$ cat config.mk
export PLATFORM = sky130hd
export DESIGN_NAME = axil_reg_bridge_flat
export DESIGN_NICKNAME = d
export VERILOG_FILES = /design/src/rtl/axil_reg_pkg.sv /design/src/rtl/axil_reg_bridge_if.sv /design/src/rtl/axil_reg_bridge.sv /design/src/flat_wrapper.sv
export SDC_FILE = /design/constraint.sdc
export NUM_CORES = 1
export LEC_CHECK = 0
export CORE_ASPECT_RATIO = 1.25
export CORE_MARGIN = 3
export CORE_UTILIZATION = 45
export DETAILED_ROUTE_END_ITERATION = 8
export PLACE_DENSITY = 0.8
export SYNTH_ARGS = -nofsm -noshare
export SYNTH_HDL_FRONTEND = slang
export SYNTH_SLANG_ARGS = --single-unit
$ cat constraint.sdc
create_clock -name clk -period 13.11 [get_ports clk]
set_input_delay 2.622 -clock clk [delete_from_list [all_inputs] [get_ports clk]]
set_output_delay 2.622 -clock clk [all_outputs]
set_load 0.02 [all_outputs]
$ cat src/rtl/axil_reg_pkg.sv
// ----------------------------------------------------------------------------
// axil_reg_pkg
// Shared types and constants for the AXI4-Lite to register-strobe bridge.
//   - wrState_t / rdState_t : write and read channel FSM states
//   - RESP_OKAY / RESP_SLVERR : AXI response codes
//   - REG_ADDR_W / REG_DATA_W : register bus address and data widths
//   - isMisaligned() : true when an address is not 8-byte aligned
// ----------------------------------------------------------------------------
package axil_reg_pkg;

   localparam int REG_ADDR_W = 16;
   localparam int REG_DATA_W = 64;

   localparam logic [1:0] RESP_OKAY   = 2'b00;
   localparam logic [1:0] RESP_SLVERR = 2'b10;

   typedef enum logic [1:0] {
      W_IDLE,
      W_ISSUE,
      W_RESP
   } wrState_t;

   typedef enum logic [1:0] {
      R_IDLE,
      R_ISSUE,
      R_WAIT,
      R_RESP
   } rdState_t;

   // Registers are 64 bits wide, so a legal access has the three low
   // address bits clear.
   function automatic logic isMisaligned(input logic [REG_ADDR_W-1:0] addr);
      return (addr[2:0] != 3'b000);
   endfunction

endpackage

$ cat src/rtl/axil_reg_bridge_if.sv
// ----------------------------------------------------------------------------
// axil_reg_bridge_if
// AXI4-Lite bundle (64-bit data) between the PS master and the bridge.
//   Parameter ADDR_W : address width of AW/AR channels.
//   AW : awaddr, awvalid, awready
//   W  : wdata, wstrb, wvalid, wready
//   B  : bresp, bvalid, bready
//   AR : araddr, arvalid, arready
//   R  : rdata, rresp, rvalid, rready
//   Modports: master (PS side), slave (bridge side).
// ----------------------------------------------------------------------------
interface axil_reg_bridge_if #(
   parameter int ADDR_W = 16
) ();
   import axil_reg_pkg::*;

   logic [ADDR_W-1:0]       awaddr;
   logic                    awvalid;
   logic                    awready;
   logic [REG_DATA_W-1:0]   wdata;
   logic [REG_DATA_W/8-1:0] wstrb;
   logic                    wvalid;
   logic                    wready;
   logic [1:0]              bresp;
   logic                    bvalid;
   logic                    bready;
   logic [ADDR_W-1:0]       araddr;
   logic                    arvalid;
   logic                    arready;
   logic [REG_DATA_W-1:0]   rdata;
   logic [1:0]              rresp;
   logic                    rvalid;
   logic                    rready;

   modport master (
      output awaddr, awvalid, wdata, wstrb, wvalid, bready, araddr, arvalid, rready,
      input  awready, wready, bresp, bvalid, arready, rdata, rresp, rvalid
   );

   modport slave (
      input  awaddr, awvalid, wdata, wstrb, wvalid, bready, araddr, arvalid, rready,
      output awready, wready, bresp, bvalid, arready, rdata, rresp, rvalid
   );

endinterface

$ cat src/rtl/axil_reg_bridge.sv
// ----------------------------------------------------------------------------
// axil_reg_bridge
// AXI4-Lite slave that converts PS register accesses into the single-cycle
// strobe bus of the TLK2711 register manager. Write and read channels are
// independent, each with one transaction in flight.
//
// Parameters:
//   AXI_ADDR_WIDTH : AXI address width (>= 16); only bits [15:0] reach the bus
//   RD_LATENCY     : cycles from the o_reg_ren pulse to the cycle in which
//                    i_reg_rdata is sampled (1..255)
// Ports:
//   clk, rst      : clock, asynchronous active-high reset
//   s_axil        : AXI4-Lite slave bundle (axil_reg_bridge_if.slave)
//   o_reg_wen     : one-cycle write strobe, with o_reg_waddr / o_reg_wdata
//   o_reg_ren     : one-cycle read strobe, with o_reg_raddr
//   i_reg_rdata   : read data returned by the register manager
// Build option:
//   AXIL_REG_ALIGN_CHECK_EN : when defined, accesses with addr[2:0] != 0 are
//                             answered with SLVERR and never reach the bus.
// ----------------------------------------------------------------------------
module axil_reg_bridge
   import axil_reg_pkg::*;
#(
   parameter int AXI_ADDR_WIDTH = 16,
   parameter int RD_LATENCY     = 6
) (
   input  logic                  clk,
   input  logic                  rst,
   axil_reg_bridge_if.slave      s_axil,
   output logic                  o_reg_wen,
   output logic [REG_ADDR_W-1:0] o_reg_waddr,
   output logic [REG_DATA_W-1:0] o_reg_wdata,
   output logic                  o_reg_ren,
   output logic [REG_ADDR_W-1:0] o_reg_raddr,
   input  logic [REG_DATA_W-1:0] i_reg_rdata
);

`ifdef AXIL_REG_ALIGN_CHECK_EN
   localparam bit ALIGN_CHECK = 1'b1;
`else
   localparam bit ALIGN_CHECK = 1'b0;
`endif

   // The wait counter starts at RD_LATENCY-1 so that the capture lands
   // exactly RD_LATENCY cycles after the read strobe.
   localparam logic [7:0] RD_CNT_INIT = 8'(RD_LATENCY - 1);

   // ---------------------------------------------------------------- write
   wrState_t                r_wrState;
   wrState_t                w_wrNext;
   logic                    r_awLatched;
   logic                    r_wLatched;
   logic [REG_ADDR_W-1:0]   r_awAddr;
   logic [REG_DATA_W-1:0]   r_wData;
   logic [REG_DATA_W/8-1:0] r_wStrb;
   logic [REG_ADDR_W-1:0]   r_regWaddr;
   logic [REG_DATA_W-1:0]   r_regWdata;
   logic [1:0]              r_bResp;
   logic                    w_awReady;
   logic                    w_wReady;
   logic                    w_awHs;
   logic                    w_wHs;
   logic                    w_bHs;
   logic                    w_wrStart;
   logic                    w_wrOk;

   assign w_awHs    = s_axil.awvalid & w_awReady;
   assign w_wHs     = s_axil.wvalid & w_wReady;
   assign w_bHs     = (r_wrState == W_RESP) & s_axil.bready;
   assign w_wrStart = (r_wrState == W_IDLE) & r_awLatched & r_wLatched;
   assign w_wrOk    = (r_wStrb == '1) & ~(ALIGN_CHECK & isMisaligned(r_awAddr));

   // Write FSM state register.
   always_ff @(posedge clk or posedge rst) begin
      if (rst) begin
         r_wrState <= W_IDLE;
      end else begin
         r_wrState <= w_wrNext;
      end
   end

   // Write FSM next state and strobes. AW and W are only accepted while idle,
   // which also keeps both readies low while a response is pending.
   always_comb begin
      w_wrNext  = r_wrState;
      w_awReady = 1'b0;
      w_wReady  = 1'b0;
      o_reg_wen = 1'b0;
      case (r_wrState)
         W_IDLE: begin
            w_awReady = ~r_awLatched;
            w_wReady  = ~r_wLatched;
            if (w_wrStart) begin
               w_wrNext = W_ISSUE;
            end
         end
         W_ISSUE: begin
            o_reg_wen = w_wrOk;
            w_wrNext  = W_RESP;
         end
         W_RESP: begin
            if (s_axil.bready) begin
               w_wrNext = W_IDLE;
            end
         end
         default: w_wrNext = W_IDLE;
      endcase
   end

   // Write address/data capture. Each channel is latched on its own handshake;
   // the bus address/data registers are loaded on entry to W_ISSUE so they are
   // valid alongside the strobe and otherwise keep the last issued values.
   always_ff @(posedge clk or posedge rst) begin
      if (rst) begin
         r_awLatched <= 1'b0;
         r_wLatched  <= 1'b0;
         r_awAddr    <= '0;
         r_wData     <= '0;
         r_wStrb     <= '0;
         r_regWaddr  <= '0;
         r_regWdata  <= '0;
         r_bResp     <= RESP_OKAY;
      end else begin
         if (w_awHs) begin
            r_awLatched <= 1'b1;
            r_awAddr    <= s_axil.awaddr[REG_ADDR_W-1:0];
         end
         if (w_wHs) begin
            r_wLatched <= 1'b1;
            r_wData    <= s_axil.wdata;
            r_wStrb    <= s_axil.wstrb;
         end
         if (w_wrStart && w_wrOk) begin
            r_regWaddr <= r_awAddr;
            r_regWdata <= r_wData;
         end
         if (r_wrState == W_ISSUE) begin
            r_bResp <= w_wrOk ? RESP_OKAY : RESP_SLVERR;
         end
         if (w_bHs) begin
            r_awLatched <= 1'b0;
            r_wLatched  <= 1'b0;
         end
      end
   end

   // Readies are masked during reset so every output reads 0 while rst is high.
   assign s_axil.awready = w_awReady & ~rst;
   assign s_axil.wready  = w_wReady & ~rst;
   assign s_axil.bvalid  = (r_wrState == W_RESP);
   assign s_axil.bresp   = r_bResp;
   assign o_reg_waddr    = r_regWaddr;
   assign o_reg_wdata    = r_regWdata;

   // ----------------------------------------------------------------- read
   rdState_t              r_rdState;
   rdState_t              w_rdNext;
   logic                  r_rdErr;
   logic [7:0]            r_cnt;
   logic [REG_DATA_W-1:0] r_rData;
   logic [1:0]            r_rResp;
   logic [REG_ADDR_W-1:0] r_regRaddr;
   logic                  w_arReady;
   logic                  w_arHs;
   logic                  w_arErr;

   assign w_arHs  = s_axil.arvalid & w_arReady;
   assign w_arErr = ALIGN_CHECK & isMisaligned(s_axil.araddr[REG_ADDR_W-1:0]);

   // Read FSM state register.
   always_ff @(posedge clk or posedge rst) begin
      if (rst) begin
         r_rdState <= R_IDLE;
      end else begin
         r_rdState <= w_rdNext;
      end
   end

   // Read FSM next state and strobe. A rejected (misaligned) read skips the
   // wait phase because the register manager is never asked for data.
   always_comb begin
      w_rdNext  = r_rdState;
      w_arReady = 1'b0;
      o_reg_ren = 1'b0;
      case (r_rdState)
         R_IDLE: begin
            w_arReady = 1'b1;
            if (s_axil.arvalid) begin
               w_rdNext = R_ISSUE;
            end
         end
         R_ISSUE: begin
            o_reg_ren = ~r_rdErr;
            w_rdNext  = r_rdErr ? R_RESP : R_WAIT;
         end
         R_WAIT: begin
            if (r_cnt == 8'd0) begin
               w_rdNext = R_RESP;
            end
         end
         R_RESP: begin
            if (s_axil.rready) begin
               w_rdNext = R_IDLE;
            end
         end
         default: w_rdNext = R_IDLE;
      endcase
   end

   // Read address capture, latency counter and read data capture.
   always_ff @(posedge clk or posedge rst) begin
      if (rst) begin
         r_rdErr    <= 1'b0;
         r_cnt      <= '0;
         r_rData    <= '0;
         r_rResp    <= RESP_OKAY;
         r_regRaddr <= '0;
      end else begin
         if (w_arHs) begin
            r_rdErr <= w_arErr;
            if (!w_arErr) begin
               r_regRaddr <= s_axil.araddr[REG_ADDR_W-1:0];
            end
         end
         if (r_rdState == R_ISSUE) begin
            r_cnt   <= RD_CNT_INIT;
            r_rResp <= r_rdErr ? RESP_SLVERR : RESP_OKAY;
            if (r_rdErr) begin
               r_rData <= '0;
            end
         end
         if (r_rdState == R_WAIT) begin
            if (r_cnt == 8'd0) begin
               r_rData <= i_reg_rdata;
            end else begin
               r_cnt <= r_cnt - 8'd1;
            end
         end
      end
   end

   assign s_axil.arready = w_arReady & ~rst;
   assign s_axil.rvalid  = (r_rdState == R_RESP);
   assign s_axil.rresp   = r_rResp;
   assign s_axil.rdata   = r_rData;
   assign o_reg_raddr    = r_regRaddr;

endmodule

$ cat src/flat_wrapper.sv
// flat-port wrapper written by rule: the top's interface ports become plain ports
module axil_reg_bridge_flat import axil_reg_pkg::*;
#(
   parameter int AXI_ADDR_WIDTH = 16,
   parameter int RD_LATENCY     = 6
)
  (clk, rst, o_reg_wen, o_reg_waddr, o_reg_wdata, o_reg_ren, o_reg_raddr, i_reg_rdata, s_axil_awaddr, s_axil_awvalid, s_axil_wdata, s_axil_wstrb, s_axil_wvalid, s_axil_bready, s_axil_araddr, s_axil_arvalid, s_axil_rready, s_axil_awready, s_axil_wready, s_axil_bresp, s_axil_bvalid, s_axil_arready, s_axil_rdata, s_axil_rresp, s_axil_rvalid);
  axil_reg_bridge_if #(.ADDR_W(16)) s_axil_i ();
  input  logic clk;
  input  logic rst;
  output logic o_reg_wen;
  output logic [REG_ADDR_W-1:0] o_reg_waddr;
  output logic [REG_DATA_W-1:0] o_reg_wdata;
  output logic o_reg_ren;
  output logic [REG_ADDR_W-1:0] o_reg_raddr;
  input  logic [REG_DATA_W-1:0] i_reg_rdata;
  input wire logic [$bits(s_axil_i.awaddr)-1:0] s_axil_awaddr;
  input wire logic [$bits(s_axil_i.awvalid)-1:0] s_axil_awvalid;
  input wire logic [$bits(s_axil_i.wdata)-1:0] s_axil_wdata;
  input wire logic [$bits(s_axil_i.wstrb)-1:0] s_axil_wstrb;
  input wire logic [$bits(s_axil_i.wvalid)-1:0] s_axil_wvalid;
  input wire logic [$bits(s_axil_i.bready)-1:0] s_axil_bready;
  input wire logic [$bits(s_axil_i.araddr)-1:0] s_axil_araddr;
  input wire logic [$bits(s_axil_i.arvalid)-1:0] s_axil_arvalid;
  input wire logic [$bits(s_axil_i.rready)-1:0] s_axil_rready;
  output wire logic [$bits(s_axil_i.awready)-1:0] s_axil_awready;
  output wire logic [$bits(s_axil_i.wready)-1:0] s_axil_wready;
  output wire logic [$bits(s_axil_i.bresp)-1:0] s_axil_bresp;
  output wire logic [$bits(s_axil_i.bvalid)-1:0] s_axil_bvalid;
  output wire logic [$bits(s_axil_i.arready)-1:0] s_axil_arready;
  output wire logic [$bits(s_axil_i.rdata)-1:0] s_axil_rdata;
  output wire logic [$bits(s_axil_i.rresp)-1:0] s_axil_rresp;
  output wire logic [$bits(s_axil_i.rvalid)-1:0] s_axil_rvalid;
  assign s_axil_i.awaddr = s_axil_awaddr;
  assign s_axil_i.awvalid = s_axil_awvalid;
  assign s_axil_i.wdata = s_axil_wdata;
  assign s_axil_i.wstrb = s_axil_wstrb;
  assign s_axil_i.wvalid = s_axil_wvalid;
  assign s_axil_i.bready = s_axil_bready;
  assign s_axil_i.araddr = s_axil_araddr;
  assign s_axil_i.arvalid = s_axil_arvalid;
  assign s_axil_i.rready = s_axil_rready;
  assign s_axil_awready = s_axil_i.awready;
  assign s_axil_wready = s_axil_i.wready;
  assign s_axil_bresp = s_axil_i.bresp;
  assign s_axil_bvalid = s_axil_i.bvalid;
  assign s_axil_arready = s_axil_i.arready;
  assign s_axil_rdata = s_axil_i.rdata;
  assign s_axil_rresp = s_axil_i.rresp;
  assign s_axil_rvalid = s_axil_i.rvalid;
  axil_reg_bridge #(.AXI_ADDR_WIDTH(AXI_ADDR_WIDTH), .RD_LATENCY(RD_LATENCY)) u_core (.clk(clk), .rst(rst), .s_axil(s_axil_i), .o_reg_wen(o_reg_wen), .o_reg_waddr(o_reg_waddr), .o_reg_wdata(o_reg_wdata), .o_reg_ren(o_reg_ren), .o_reg_raddr(o_reg_raddr), .i_reg_rdata(i_reg_rdata));
endmodule
==> impl_metrics.yaml <==
critical_path:
  crit_slowest_cell: "clkdlybuf4s50_1"
  cp_max_fo: 4
  reg2reg_depth: 4
  cp_data_arrival_time_ns: 4.22
  start_kind: "primary input"
  worstPathRequired_ns: 10.49
  r2r-end: "u_core.o_reg_wdata[56]"
  reg2reg_from: "u_core.r_wrState[0]"
  crit_top_cell: "clkdlybuf4s50_1"
  crit_chain: "clkdlybuf4s50_1 > nor4_1 > clkdlybuf4s50_1"
  worstSetupEndpointType: "primary output"
  crit_type: "primary input to primary output"
  slowest_delay_ns: 0.67
  ff2ff_setup_slack_ns: 10.66
synth:
  synth_cell_types: 37
  synth_seq_area_share_pct: 65.4
  syn_avg_cell_area_um2: 16.4
  synthFlopType: "dfrtp_1"
  synth_most_common_cell: "dfrtp_1"
  ys_async_sr_fraction_pct: 100
  synth_top_area_share_pct: 65.4
  synth_commonest_cells: "263 x dfrtp_1, 189 x mux2_2, 60 x mux2_1"
  synth_edf_count: 0
  synthCells: 613
  ys_warn_count: 0
  synth_area_mm2: 0.0101
  synthTopCellsByArea: "dfrtp_1 65%, mux2_2 21%, mux2_1 6.7%"
  synth_largest_area_cell: "dfrtp_1"
  synth_seq_cells: 263
timing:
  tns_ns: 0
  rsz0062_at_grt: "false"
  setup_viol: 0
  setup_ws_ns: 6.27
  worstMarginPinSlew_ns: 0.957
  relSlewSlack_pct: 36.2
  fmax_mhz: 146
  skew_ns: 0.0158
  maxSlewViolCount: 0
  period_needed_ns: 6.84
  hold_violations: 0
  fin_crit_sh_pct: 52.2
placed_design:
  placed_area_mm2: 0.0137
  place_inst: 1216
  pre_cts_slack_ns: 6.26
  io_buffers: 342
  globalplace.congestion: 0.768
  dp_hpwl_um: 17100
global_route:
  grt.overflow.total: 0
  antenna_found_initial: 6
  grt_pass1_vias: 7037
  grt_start_max_net_pins: 112
  grt_pass1_wl_um: 38600
  grt.total_usage_pct: 19.6
cells_and_area:
  syn_to_final_growth_pct: 45.0
  drive_gt1_share_pct: 25.3
  fillCellCount: 1567
  fin_area_mm2: 0.0146
  fin_nets: 1146
  multi_input_area_mm2: 0.00330
  fin_cells: 1262
  seq_area_mm2: 0.00658
clocking:
  cts_made_buffers: 26
  clk_latency_ns: 0.53
  clk_pin_slew_ns: 0.06
  cts.path.max_buffers: 3
  post_cts_buffers: 0
  clock-sinks: 263
  ctsHoldBuffers: 0
  cts_resized: 0
  cts_tree: "built"
  htreeDepth: 1
  root_buffer: "clkbuf_16"
drt:
  via_count: 6408
  routed_via_density: 5.08
  ant_nets: 0
  dr.first_iter.drc_count: 158
  drt-total-wl_um: 23900
  drt_first_pass_iters: 4
  wl_per_cell_um: 19.0
  drc_errors: 0
min_path:
  min_to: "u_core.s_axil.rdata[39]"
  hold_path_startpoint: "u_core.s_axil.rdata[39]"
  hold_path_depth: 1
  hold_class: "flop to flop"
floorplan:
  die_area_mm2: 0.0242
  io_pins: 346
  die_x_um: 140
  die_h_um: 173
  initial_core_util_pct: 46.2
  fp.coreArea_mm2: 0.0218
  row_count: 60
pwr:
  powerDensity_mw_per_mm2: 212
  peakVddDrop_uv: 125
  power.leakage_nw: 6.36
outcome:
  outcome: "complete, no violations"
run:
  max-cap-violations: 0
[metrics by stage]
step | total power, mW | utilization, % | hold WS, ns
2_1_floorplan | 1.88 | - | 0.475
3_3_place_gp | 2.35 | 63.2 | 0.473
3_5_place_dp | 2.39 | 63.2 | 0.482
4_1_cts | 3.13 | 67.0 | 0.495
5_1_grt | 3.27 | 67.0 | 0.501
6_report | 3.09 | 67.0 | 0.491
[state kept, by name (all words and copies together), names as in the netlist]
signal / cells
u_core.o_reg_wdata: 64
u_core.r_wData: 64
u_core.s_axil.rdata: 64
u_core.o_reg_raddr: 16
u_core.o_reg_waddr: 16
u_core.r_awAddr: 16
u_core.r_cnt: 8
u_core.r_wStrb: 8
u_core.r_rdState: 2
u_core.r_wrState: 2
u_core.r_awLatched: 1
u_core.r_wLatched: 1
u_core.s_axil.bresp: 1
[layout by cell type (no fill, tap or decap), drive strengths merged, types with 2 or more instances in the layout]
cell,n
nor3,8
clkinv,8
inv,8
and3,2
a22o,2
nor2,7
a21oi,5
buf,8
nor2b,4
o21ai,3
nor4,4
ha,6
mux2,249
clkdlybuf4s50,342
conb,3
nand2,4
dfrtp,263
clkbuf,35
nor4b,2
nand4,3
or3,2
[layer usage]
layer	up-vias	track usage [%]	wire length, µm
met5	-	0	69
met4	10	4.68	519
met3	43	7.75	2470
met2	270	32.1	11500
met1	3205	24.6	9390
li1	2880	-	-
[report_power, final]
| group | internal [mW] | switching (mW) | leakage, nW |
|---|---|---|---|
| sequential | 1.12 | 0.167 | 3.27 |
| combinational | 0.595 | 0.482 | 2.67 |
| clock | 0.421 | 0.300 | 0.422 |
| total | 2.14 | 0.949 | 6.36 |
[worst max-delay path, delay by kind of cell]
| kind | cells | cell delay [ns] |
|---|---|---|
| AND/OR/NAND/NOR | 1 | 0.31 |
| buffers and inverters | 2 | 1.28 |
[cell type report]
type	count	share of cell area, %
inverters	8	0.257
repair buffers	350	23.9
flip-flops and latches	263	45.1
diodes	1	0.0171
well taps	279	2.39
clock inverters	10	0.609
multi-input cells	316	22.6
clock buffers	35	5.17
[worst max-delay path by stage]
stage	startpoint	endpoint	slack (ns)	cells after the start
6_report	rst	s_axil_wready	6.27	3
5_1_grt	rst	s_axil_wready	6.22	3
4_1_cts	rst	s_axil_wready	6.23	3
3_5_place_dp	rst	s_axil_wready	6.26	3
3_3_place_gp	rst	s_axil_awready	6.28	3
2_1_floorplan	rst	u_core.o_reg_raddr[0]	3.25	1
[cell families after synthesis]
group / after synthesis / synth area share (%)
AO/OA/AOI/OAI: 16 / 1.13
XOR/XNOR: 2 / 0.174
adder cells (fa/ha/maj): 6 / 0.746
buffers and inverters: 36 / 2.12
flip-flops: 263 / 65.4
multiplexers: 250 / 27.9
other: 1 / 0.0372
AND/OR/NAND/NOR: 39 / 2.47
No activity file was read; power rests on OpenSTA's default activity.
